===== src/rtl/branch_pkg.sv =====
// Shared branch types and helpers for the branch resolver and its direction predictor.
package branch_pkg;

   localparam int MAX_XLEN = 64;

   typedef enum logic [2:0] {
      BEQ  = 3'b000,
      BNE  = 3'b001,
      BLT  = 3'b100,
      BGE  = 3'b101,
      BLTU = 3'b110,
      BGEU = 3'b111
   } br_type_e;

   // Unknown or reserved funct3 codes fall to the default arm, so they never yield X.
   function automatic logic br_cond(input logic [2:0] brType, input logic zero,
                                    input logic [MAX_XLEN-1:0] aluResult);
      case (brType)
         BEQ:       return zero;
         BNE:       return ~zero;
         BLT, BLTU: return aluResult == MAX_XLEN'(1);
         BGE, BGEU: return aluResult == '0;
         default:   return 1'b0;
      endcase
   endfunction

   function automatic logic br_legal(input logic [2:0] brType);
      case (brType)
         BEQ, BNE, BLT, BGE, BLTU, BGEU: return 1'b1;
         default:                        return 1'b0;
      endcase
   endfunction

   function automatic logic [3:0] sat_update(input logic [3:0] cnt, input logic up,
                                             input int width);
      logic [3:0] maxVal;
      maxVal = 4'((1 << width) - 1);
      if (up) return (cnt == maxVal) ? cnt : cnt + 4'd1;
      else    return (cnt == 4'd0)   ? cnt : cnt - 4'd1;
   endfunction

endpackage


===== src/rtl/branch_predict_unit_bht_table.sv =====
// Saturating-counter table: combinational read for Fetch, read-modify-write update from Execute.
module bht_table
   import branch_pkg::*;
#(
   parameter int BHT_ENTRIES = 64,
   parameter int CNT_BITS    = 2,
   localparam int IDX        = $clog2(BHT_ENTRIES)
) (
   input  logic                clk,
   input  logic                reset_n,
   input  logic [IDX-1:0]      rdIdx,
   output logic [CNT_BITS-1:0] rdCnt,
   input  logic                wrEn,
   input  logic [IDX-1:0]      wrIdx,
   input  logic                wrUp
);

   // Weakly not-taken: the value just below the MSB flip.
   localparam logic [CNT_BITS-1:0] INIT_CNT = CNT_BITS'((1 << (CNT_BITS - 1)) - 1);

   logic [CNT_BITS-1:0] cntArr [BHT_ENTRIES];

   assign rdCnt = cntArr[rdIdx];

   always_ff @(posedge clk or negedge reset_n) begin
      if (!reset_n) begin
         for (int i = 0; i < BHT_ENTRIES; i++) cntArr[i] <= INIT_CNT;
      end else if (wrEn) begin
         cntArr[wrIdx] <= CNT_BITS'(sat_update(4'(cntArr[wrIdx]), wrUp, CNT_BITS));
      end
   end

endmodule


===== src/rtl/branch_predict_unit.sv =====
// Execute-stage branch resolution plus bimodal/gshare direction prediction for Fetch.
module branch_predict_unit
   import branch_pkg::*;
#(
   parameter int XLEN        = 32,
   parameter int BHT_ENTRIES = 64,
   parameter int CNT_BITS    = 2,
   parameter int GHR_BITS    = 0,
   parameter int STAT_BITS   = 32,
   localparam int IDX        = $clog2(BHT_ENTRIES)
) (
   input  logic                 clk,
   input  logic                 reset_n,
   input  logic [XLEN-1:0]      PCF,
   output logic                 PredictTakenF,
   output logic [IDX-1:0]       PredIdxF,
   input  logic                 BranchE,
   input  logic [2:0]           TypeBranchE,
   input  logic                 ZeroE,
   input  logic [XLEN-1:0]      ALUResultE,
   input  logic                 PredTakenE,
   input  logic [IDX-1:0]       PredIdxE,
   input  logic                 StallE,
   output logic                 NeedBranchE,
   output logic                 MispredictE,
   output logic [STAT_BITS-1:0] BranchCount,
   output logic [STAT_BITS-1:0] MispredictCount
);

   logic                cond;
   logic                legal;
   logic                resolve;
   logic [IDX-1:0]      pcIdx;
   logic [CNT_BITS-1:0] predCnt;
   logic                unusedPc;

   assign cond        = br_cond(TypeBranchE, ZeroE, MAX_XLEN'(ALUResultE));
   assign legal       = BranchE & br_legal(TypeBranchE);
   assign resolve     = legal & ~StallE;
   assign NeedBranchE = BranchE & cond;
   assign MispredictE = legal & (cond != PredTakenE);

   // Byte offset and PC bits above the table index do not take part in indexing.
   assign pcIdx    = PCF[IDX+1:2];
   assign unusedPc = ^{PCF[1:0], PCF[XLEN-1:IDX+2]};

   generate
      if (GHR_BITS > 0) begin : gGshare
         logic [GHR_BITS-1:0] ghr;

         // History advances only on resolved branches, never speculatively.
         always_ff @(posedge clk or negedge reset_n) begin
            if (!reset_n)     ghr <= '0;
            else if (resolve) ghr <= GHR_BITS'({ghr, cond});
         end

         assign PredIdxF = pcIdx ^ IDX'(ghr);
      end else begin : gBimodal
         assign PredIdxF = pcIdx;
      end
   endgenerate

   bht_table #(
      .BHT_ENTRIES (BHT_ENTRIES),
      .CNT_BITS    (CNT_BITS)
   ) uTable (
      .clk     (clk),
      .reset_n (reset_n),
      .rdIdx   (PredIdxF),
      .rdCnt   (predCnt),
      .wrEn    (resolve),
      .wrIdx   (PredIdxE),
      .wrUp    (cond)
   );

   assign PredictTakenF = predCnt[CNT_BITS-1];

   always_ff @(posedge clk or negedge reset_n) begin
      if (!reset_n) begin
         BranchCount     <= '0;
         MispredictCount <= '0;
      end else if (resolve) begin
         BranchCount     <= BranchCount + STAT_BITS'(1);
         MispredictCount <= MispredictCount + STAT_BITS'(MispredictE);
      end
   end

endmodule


===== config.mk =====
export PLATFORM = sky130hd
export DESIGN_NAME = branch_predict_unit
export DESIGN_NICKNAME = d
export VERILOG_FILES = /design/src/rtl/branch_pkg.sv /design/src/rtl/branch_predict_unit_bht_table.sv /design/src/rtl/branch_predict_unit.sv
export SDC_FILE = /design/constraint.sdc
export NUM_CORES = 1
export LEC_CHECK = 0
export ABC_AREA = 0
export CAP_MARGIN = 20
export CELL_PAD_IN_SITES_DETAIL_PLACEMENT = 1
export CELL_PAD_IN_SITES_GLOBAL_PLACEMENT = 2
export CORE_UTILIZATION = 38
export DETAILED_ROUTE_END_ITERATION = 7
export PLACE_DENSITY_LB_ADDON = 0.05
export SYNTH_ARGS = -nofsm -noshare
export SYNTH_HDL_FRONTEND = slang
export SYNTH_HIERARCHICAL = 1
export SYNTH_SLANG_ARGS = --single-unit

===== constraint.sdc =====
create_clock -name clk -period 8.9 [get_ports clk]
set_input_delay 1.78 -clock clk [delete_from_list [all_inputs] [get_ports clk]]
set_output_delay 1.78 -clock clk [all_outputs]
set_load 0.02 [all_outputs]

; ---- Yosys cells after proc, flatten, opt, wreduce, memory -nomap -nowiden
; Cells that the tools add are included.
[word_totals]
register_bits = 192
output_inout_bits = 73
[classes]
addsub = 4
n_lt_le_gt_ge = 3
n_eq_ne = 8
muxes = 15
bitwise_logic = 8
n_reduce_logical = 7
[op_table]
columns = op, count
row1 = $bwmux 128, 1
row2 = $add 32x1->32, 1
row3 = $add 32x1->32 const B, 1
row4 = $eq 32x1->1 const B, 1
row5 = $logic_not 32->1, 1
row6 = $bmux 2 s6, 2
row7 = $mux 2, 9
row8 = $ge 7x7->1 const B, 2
row9 = $not 6->7, 2
row10 = $demux 2 s6, 1
row11 = $eq 3x3->1 const B, 4
row12 = $lt 7x1->1 const B, 1
row13 = $reduce_or 6->1, 1
row14 = $and 1x1->1, 4
row15 = $pmux 1 s4, 1
row16 = $reduce_or 2->1, 2
row17 = $eq 3x1->1 const B, 1
row18 = $logic_not 3->1, 1
row19 = $add 2x1->2 const B, 1
row20 = $eq 2x2->1 const B, 1
row21 = $logic_not 2->1, 1
row22 = $not 1->1, 2
row23 = $sub 2x1->2 const B, 1
row24 = $logic_and 1x1->1, 1
row25 = 2 further kinds, 2

; ---- Logic depth before layout (Yosys ltp)
; Gate-level depths: netlist of run 1.
[logic_depth]
ltp_word = 9
ltp_mapped = 12

; ---- Cells and area by module
; The synthesis of run 1 kept the hierarchy.
[by_module_without_submodules]
columns = mod, n_inst, cells_per_inst, area_per_inst_um2, seq_area_each_um2
row1 = bht_table, 1, 627, 7273.2, 3283.1
row2 = branch_predict_unit, 1, 282, 3109.2, 1601.5

; ---- Worst setup path before layout of run 1
; OpenSTA, ideal clock, no wires.
[synth_path]
path_kind = in2out
from = input port PCF[2]
to = output port PredictTakenF
arrival_time_ns = 4.096
required_time_ns = 7.120
setup_slack_ns = 3.024
stages = 5
n_path_buf = 2
path_cell_list = clkbuf_1 > buf_1 > mux4_2 > mux4_2 > mux4_2
[synth_between]
elab_chain_len = 4
[synth_lines]
columns = item, line
row1 = from (decl), branch_predict_unit.sv:14  ; input logic [XLEN-1:0] PCF,
row2 = $not 6->7 (not written as such), branch_predict_unit_bht_table.sv:23  ; assign rdCnt = cntArr[rdIdx];
row3 = $bmux 2 s6, branch_predict_unit_bht_table.sv:23
row4 = $mux 2 (not written as such) (2 in a row), branch_predict_unit_bht_table.sv:23
row5 = to (decl), branch_predict_unit.sv:15  ; output logic PredictTakenF,
; Every way passes these cells. The select of a mux whose other input is x is not followed.

; ---- Worst setup path in the final report of run 1
[layout_path]
from = input port PCF[3]
to = output port PredictTakenF
; Same word-level chain as after synthesis.

==> results of run 1 <==
## cells in the final DEF, fill, tap and decap left out, drive strengths merged, types with 12 or more instances in the layout
cell	count
nand4	20
mux4	32
dfstp	64
nor4	12
dfrtp	128
xor2	21
nand3	29
mux2	73
clkdlybuf4s50	123
inv	15
nand2	172
nor3	20
xnor2	42
o21ai	70
nor2	31
clkbuf	18
buf	15
mux2i	20
## power by group through the flow
stage / clock (mW) / combinational (mW) / sequential (mW)
2_1_floorplan: 0 / 0.107 / 0.982
3_3_place_gp: 0 / 0.245 / 0.967
3_5_place_dp: 0 / 0.249 / 0.968
4_1_cts: 0.802 / 0.251 / 0.953
5_1_grt: 0.834 / 0.269 / 0.960
6_report: 0.780 / 0.246 / 0.952
## critical path, stage by stage
cell and delay [ps]:
clkdlybuf4s50_1 1180, mux4_2 470, mux4_2 520, mux4_2 500
clkdlybuf4s50_1 560
## metal layers
metal,GRT usage,vias up
li1,-,3385
met4,0.0648,0
met1,0.309,3709
met5,0,-
met3,0.0389,30
met2,0.370,125
## registers in the layout (all words and copies together), names as in the netlist
signal	flops
uTable/cntArr	128
BranchCount	32
MispredictCount	32
## through the flow
step / power, mW / setup slack, ps / cells
2_1_floorplan: 1.09 / 3340 / 888
3_3_place_gp: 1.21 / 2180 / 1306
3_5_place_dp: 1.22 / 2140 / 1307
4_1_cts: 2.01 / 2120 / 1339
5_1_grt: 2.06 / 2090 / 1339
6_report: 1.98 / 2090 / 1339
## path summary, 6_finish.rpt
kind                                   start            endpoint  slack [ps]  cells past startpoint
setup / recovery                      PCF[3]       PredictTakenF        2090                      5
hold / removal             uTable/cntArr[46]   uTable/cntArr[46]         470                      2
setup reg to reg           uTable/cntArr[43]  uTable/cntArr[120]        5850                      8
hold reg to reg            uTable/cntArr[46]   uTable/cntArr[46]         470                      2
max in group asynchronous            reset_n      BranchCount[4]        6260                      2
min in group asynchronous            reset_n   uTable/cntArr[87]        1340                      1
## final cells by class
class                   count  area share
flip-flops and latches    192       0.408
multi-input cells         636       0.392
repair buffers            139       0.113
clock buffers              17      0.0355
well taps                 330      0.0345
clock inverters            15      0.0136
inverters                  10     0.00313
==> key figures, run 1 <==
Worst setup path
  – Worst Setup End Kind: output pin
  – WP data arrival: between 5000 and 6000 ps
  – Critical Path RT: between 7000 and 8000 ps
  – Crit-path max FO: 17
  – WS Path Type: input port to output pin
  – Startpoint Class: input port

Cells and area
  – Layout Cell Area excl Fill: between 0.01 and 0.015 mm^2
  – Number of nets in the layout: about 1,100
  – Antenna cells: 0
  – Fill cells: ~2,800
  – Area occupied by multi-input gates: ~0.0047 mm^2
  – Storage element area: roughly 0.005 mm^2
  – Fin util: 0.471
  – Share of cells above drive strength 1: 0.240
  – Layout area overhead: 20.8%

Power
  – NetSw: slightly below 0.6 mW
  – Combinational Power Share: 0.124
  – Register share of total power: 0.481
  – LEAKAGE: 4.88 nW
  – VDD IR max: around 0.11 mV
  – Switch share: 0.293
  – P_int: 1.40 mW
  – Clock power share: 0.394
  – Power density over cell area: approximately 170 mW/mm^2

Floorplanning
  – Die ar.: around 0.027 mm^2
  – Row count: 58
  – Starting Density: 0.390
  – Die Y: between 150 and 200 um
  – Core area: between 0.02 and 0.03 mm^2
  – DIE WIDTH: approximately 160 um
  – I/O pins: 152

Detailed routing
  – Total number of vias: between 7,000 and 8,000
  – Vias per cell: between 5 and 6
  – WL final: 28.3 mm
  – Met2 Wirelength: 13.6 mm
  – Met3 wire length: 975 um
  – DRC violations left: 0
  – ANT nets after route: 0
  – DRT met1 WL: around 13 mm
  – Top Layer Used: met4
  – Routed wire per std cell: roughly 21 um
  – Drt pass-1 iters: 4
  – 1st-iter DRT viols: roughly 330

Clock network
  – Clk_lat worst skew: 450 ps
  – Clk slew on worst S/H paths: roughly 80 ps
  – CTS tree: done
  – CTS Buf Count: 17
  – Clk sink count: roughly 190
  – Cts repair resizes: 0
  – Hold Buf Count CTS: 0
  – # H-tree levels: 4
  – Post-CTS Setup Repair Bufs: 0
  – Clock Tree Buf Depth: 2
  – Root Driver: clkbuf_16

Placed design
  – GPL Wtd Cong: ~0.78
  – Hpwl dp: roughly 19 mm
  – Count of input and output buffers: roughly 130
  – Instance area at placement: between 0.01 and 0.015 mm^2

Status
  – Status: complete, no violations

Min path
  – Worst hold path class: flop to flop

STA
  – Clock skew: about 15 ps
  – Slew headroom: 0.233
  – Hold Vio Cnt, Final: 0
  – Number of setup violations in the final report: 0
  – Period utilization: 0.765
  – Hold_ws: ~470 ps
  – Final worst path period need: 6810 ps
  – Unrepaired setup endpoints after global routing: false
  – Max Freq: around 150 MHz
  – Slew at the pin closest to its max-slew limit: between 1000 and 1500 ps
  – Setup TNS: 0 ps
  – Final slew viol count: 0

Yosys
  – Syn Area/Cell: about 11 um^2
  – Syn Std Cell Area: between 0.009 and 0.01 mm^2
  – Cells after Synth: 888
  – Yosys warns: 6
  – Mapped Nets: a little under 1,000

Flow run
  – # Max-Cap Violations: 0

Global routing
  – Initial antenna violation count: 0
  – Overall global routing resource usage: 0.227
  – First-pass GRT wire length: around 46 mm
  – Largest net degree at the start of global routing: a little under 80
  – Gr ovfl total: 0
  – Number of global-route vias before repair: 7,826
Power figures use the tool's default switching activity.
==> run 2, diff against run 1 <==
--- a/config.mk
+++ b/config.mk
@@ -9,7 +9,7 @@
 export CAP_MARGIN = 20
 export CELL_PAD_IN_SITES_DETAIL_PLACEMENT = 1
 export CELL_PAD_IN_SITES_GLOBAL_PLACEMENT = 2
-export CORE_UTILIZATION = 38
+export CORE_UTILIZATION = 33
 export DETAILED_ROUTE_END_ITERATION = 7
 export PLACE_DENSITY_LB_ADDON = 0.05
 export SYNTH_ARGS = -nofsm -noshare
==> constraint.sdc (replaced) <==
create_clock -name clk -period 6.01 [get_ports clk]
set_input_delay 1.202 -clock clk [delete_from_list [all_inputs] [get_ports clk]]
set_output_delay 1.202 -clock clk [all_outputs]
set_load 0.02 [all_outputs]
==> run 2 against run 1 <==
Net effect:
- non-clock buffer count grew 13
- worst hold slack got worse by 0.94 ps
- sequential power rose by 48%
- flip-flop and latch count unchanged
- final area up 1.9%
- count of clock-buffer cells in the layout grew 1
- register-to-register slack worse by 2800 ps
- critical endpoint unchanged
- largest cell class unchanged
- highest routed layer unchanged
==> key figures, run 2 (synthesized netlist as in run 1, its figures left out) <==
Status
  – Status: complete, no violations

STA
  – Unrepaired setup endpoints after global routing: false
  – Period utilization: 0.891
  – Slew headroom: 0.372
  – Final worst path period need: between 5000 and 6000 ps
  – Slew at the pin closest to its max-slew limit: a little over 900 ps
  – Final slew viol count: 0
  – Hold_ws: between 400 and 500 ps
  – Setup TNS: 0 ps
  – Hold Vio Cnt, Final: 0
  – Clock skew: between 10 and 15 ps
  – Number of setup violations in the final report: 0
  – Max Freq: 187 MHz

Cells and area
  – Top Registers: uTable/cntArr: 128 flops, BranchCount: 32 flops, MispredictCount: 32 flops
  – Fill cells: 3,213
  – Antenna cells: 0
  – Share of cells above drive strength 1: 0.247
  – Commonest non-fill, non-tap cell in the layout: nand2_1
  – Number of nets in the layout: 1,091
  – Most frequent cells in the layout: 172 x nand2_1, 128 x dfrtp_1, 123 x clkdlybuf4s50_1
  – Area occupied by multi-input gates: between 0.004 and 0.005 mm^2
  – Biggest register: uTable/cntArr
  – Layout area overhead: 23.1%
  – Storage element area: around 0.005 mm^2
  – Max reg flops: about 130

Worst setup path
  – R2r worst-path depth: 7
  – R2r endpoint: uTable/cntArr[25]
  – Buf/Inv on CP: 3
  – Crit path top cell by count: mux4_2
  – Critical Path RT: around 4800 ps
  – WP data arrival: approximately 4200 ps
  – WS Path Type: input port to output pin
  – CP top delay family: multiplexers
  – Crit path largest cell delay: about 600 ps
  – Worst Setup End Kind: output pin
  – Crit-path slowest cell: mux4_2
  – Crit Reg-Reg Startpoint: uTable/cntArr[115]
  – R2R Setup Slk: 3050 ps
  – Crit-path max FO: 17
  – CP Cell Sequence: clkdlybuf4s50_1 > buf_4 > mux4_2 > mux4_2 > mux4_2 > clkdlybuf4s50_1
  – Startpoint Class: input port

Clock network
  – Hold Buf Count CTS: 0
  – Clk slew on worst S/H paths: roughly 80 ps
  – Post-CTS Setup Repair Bufs: 0
  – Clock Tree Buf Depth: 2
  – # H-tree levels: 4
  – Cts repair resizes: 0
  – CTS tree: done
  – Root Driver: clkbuf_16
  – CTS Buf Count: 17
  – Clk_lat worst skew: approximately 450 ps
  – Clk sink count: roughly 190

Power
  – Power density over cell area: about 240 mW/mm^2
  – LEAKAGE: 4.98 nW
  – VDD IR max: 0.183 mV

Global routing
  – Met1 global-route usage: 0.272
  – Number of global-route vias before repair: between 7,000 and 8,000
  – Initial antenna violation count: 0
  – GRT Max-Usage Layer: met2
  – Gr ovfl total: 0
  – GR Util met3: 0.0377
  – Overall global routing resource usage: 0.200
  – Largest net degree at the start of global routing: 100
  – First-pass GRT wire length: 46.4 mm
  – Met2 Track Usage GR: 0.329

Min path
  – Hold Crit Endpoint: uTable/cntArr[42]
  – Worst hold path class: flop to flop
  – Worst hold path cell count: 2
  – Worst hold path startpoint: uTable/cntArr[42]

Placed design
  – GPL Wtd Cong: 0.783
  – Hpwl dp: between 20 and 25 mm
  – Count of input and output buffers: ~130

Floorplanning
  – Starting Density: 0.335
  – Row count: between 60 and 70
  – Die ar.: roughly 0.031 mm^2
  – DIE WIDTH: between 150 and 200 um
  – Die Y: roughly 180 um
  – I/O pins: approximately 150
  – Core area: slightly below 0.03 mm^2

Flow run
  – # Max-Cap Violations: 0

Detailed routing
  – DRC violations left: 0
  – Vias per cell: a little over 5
  – Drt pass-1 iters: 4
  – Total number of vias: 7,189
  – ANT nets after route: 0
  – Routed wire per std cell: just over 20 um
  – 1st-iter DRT viols: ~380
  – WL final: between 20 and 30 mm
==> run 2: through the flow <==
stage          instance area, um^2   util  total power, mW  std cells  setup slack, ps
6_report                     12200  0.413             2.94       1412              653
5_1_grt                      12200  0.413             3.08       1412              563
4_1_cts                      12200  0.413             3.00       1412              623
3_5_place_dp                 11600  0.392             1.82       1380              627
3_3_place_gp                 11600  0.392             1.81       1379              652
2_1_floorplan                 9910      -             1.61        888             1610
==> run 2: power by group <==
| part | leakage, nW | internal [mW] | total, mW | switching [mW] |
|---|---|---|---|---|
| clock network | 0.291 | 0.564 | 1.15 | 0.591 |
| registers | 2.41 | 1.36 | 1.41 | 0.0533 |
| logic | 2.28 | 0.167 | 0.377 | 0.209 |
| total | 4.98 | 2.09 | 2.94 | 0.853 |
==> run 2: cell type report <==
| cell class | instances | area share |
|---|---|---|
| repair buffers | 152 | 0.123 |
| multi-input cells | 636 | 0.384 |
| inverters | 10 | 0.00308 |
| well taps | 390 | 0.0400 |
| flip-flops and latches | 192 | 0.400 |
| clock buffers | 18 | 0.0352 |
| clock inverters | 14 | 0.0142 |
==> run 2: worst max path at each step <==
stage	startpoint	to	slack, ps	depth (start not counted)
after floorplan	PCF[2]	PredictTakenF	1610	5
after global placement	PCF[2]	PredictTakenF	650	6
after detailed placement	PCF[2]	PredictTakenF	630	6
after CTS	PCF[2]	PredictTakenF	620	6
after global routing	PCF[2]	PredictTakenF	560	6
final	PCF[2]	PredictTakenF	650	6
==> run 2: worst register-to-register path: cells and delay by family (launching register included) <==
| kind | cells | cell delay, ps |
|---|---|---|
| AO/OA/AOI/OAI | 3 | 1070 |
| multiplexers | 1 | 430 |
| flip-flops | 1 | 400 |
| AND/OR/NAND/NOR | 2 | 310 |
| adder cells (fa/ha/maj) | 1 | 630 |
==> run 2: routing by layer <==
layer	wire [um]	vias up
li1	-	3401
met1	13900	3649
met2	13900	122
met3	1090	17
met4	376	0
met5	0	-
==> RTL edit (settings of run 2) <==
`BHT_ENTRIES` is set to 64 in 2 places; all go to 32.
--- a/src/rtl/branch_predict_unit_bht_table.sv
+++ b/src/rtl/branch_predict_unit_bht_table.sv
@@ -3,5 +3,5 @@
    import branch_pkg::*;
 #(
-   parameter int BHT_ENTRIES = 64,
+   parameter int BHT_ENTRIES = 32,
    parameter int CNT_BITS    = 2,
    localparam int IDX        = $clog2(BHT_ENTRIES)
--- a/src/rtl/branch_predict_unit.sv
+++ b/src/rtl/branch_predict_unit.sv
@@ -4,5 +4,5 @@
 #(
    parameter int XLEN        = 32,
-   parameter int BHT_ENTRIES = 64,
+   parameter int BHT_ENTRIES = 32,
    parameter int CNT_BITS    = 2,
    parameter int GHR_BITS    = 0,
Ports: changed (resized PredIdxE and PredIdxF); port bits go from 152 to 150. The function was not compared with the original's and may differ.
==> RTL edit against run 2 <==
  * Count of clock-buffer cells in the layout up 1
  * Routed wire length down 34%
  * Synthesized area down 33%
  * Power down 19%
  * Sequential cell count down 64
  * Highest routed layer unchanged
  * Critical path depth down 1
  * Worst setup slack better by 0.42 ns
  * Cell area down 29%
  * Critical path type unchanged
==> RTL edit: results <==
group,metric,value,unit
outcome,status,"finished, final reports clean",
routing,drt_first_iter_violations,198,
clocking,cts_setup_buffers,0,
finish,drive_gt1_share,14.90,%
placed_design,placed_cell_area,8098,um2
finish,top_regs,"uTable/cntArr (64), BranchCount (32), MispredictCount (32)",
grt,grt_pass1_vias,5711,
clocking,clk_path_buf_depth,2,
power,swShare,27.89,%
clocking,post_cts_resized,0,
clocking,h-tree-depth,4,
power,power.leakage,3.489,nW
finish,diodes,0,
grt,track_usage,19.98,%
clocking,path_clk_slew,0.06,ns
routing,dr.pass1.iters,4,
clocking,clockRootBuffer,"clkbuf_16",
critical_path,critical_path_arrival,3.74,ns
min_path,worstHoldPathType,"flip-flop to flip-flop",
run,maxCapViolations,0,
grt,grt_pass1_wl,31.36,mm
sta,setup_viol_count_final,0,
routing,routed_via_density,5.068,
clocking,numCtsBuffers,17,
grt,grt_max_degree,77,
placed_design,post-place-ws,1.050,ns
placed_design,io_buffers,122,
placed_design,hpwl,13.76,mm
power,vdd_drop_max,0.1673,mV
clocking,clock_latency,0.42,ns
critical_path,path_max_fanout,9,
grt,antenna_found_initial,0,
placed_design,place_congestion,0.8320,
yosys,synth_nets,722,
sta,slew_headroom,26.77,%
routing,post_drt_wl_per_cell,18.62,um
sta,fin_worst_skew,0.009876,ns
yosys,ys_warn_count,6,
finish,final_nets,840,
-- RTL edit: path summary, 6_finish.rpt --
kind	start	slack, ns	endpoint	cells after the start
min in group asynchronous	reset_n	0.92	uTable/cntArr[27]	2
hold reg to reg	uTable/cntArr[58]	0.46	uTable/cntArr[58]	2
max in group asynchronous	reset_n	4.33	MispredictCount[17]	2
hold / removal	uTable/cntArr[58]	0.46	uTable/cntArr[58]	2
setup reg to reg	uTable/cntArr[41]	3.02	uTable/cntArr[34]	7
setup / recovery	PCF[3]	1.07	PredictTakenF	5
-- RTL edit: through the flow --
stage,std cells,hold slack [ns]
after global routing,1037,0.4820
after floorplan,641,0.4420
final,1037,0.4622
after detailed placement,1005,0.4553
after CTS,1037,0.4642
after global placement,1005,0.4523
-- RTL edit: power groups by stage --
stage                     clock [mW]  sequential [mW]  combinational [mW]
after detailed placement           0             1.02               0.361
final                           1.02             1.00               0.357
after CTS                       1.05             1.00               0.363
after global placement             0             1.01               0.349
after floorplan                    0             1.03               0.161
after global routing            1.08             1.02               0.392
-- RTL edit: critical path, cell delays in order --
cell,delay (ns)
clkdlybuf4s50_1,0.82
mux4_2,0.43
mux4_2,0.47
mux2_2,0.27
clkdlybuf4s50_1,0.54
-- RTL edit: routing by layer --
layer  vias to the layer above  global-route usage [%]  share of wire [%]
met5                         -                       0                  0
li1                       2497                       -                  -
met4                         0                   5.817                1.1
met1                      2653                   25.58                 45
met3                        16                   4.669                4.1
met2                        89                   33.49                 50
-- RTL edit: final cells by class --
cell class / count / area, um2
Fill cell: 2227 / 10980
Clock buffer: 19 / 432.9
Clock inverter: 13 / 141.4
Tap cell: 265 / 331.6
Timing Repair Buffer: 129 / 1266
Multi-Input combinational cell: 467 / 3197
Inverter: 16 / 60.06
Sequential cell: 128 / 3243
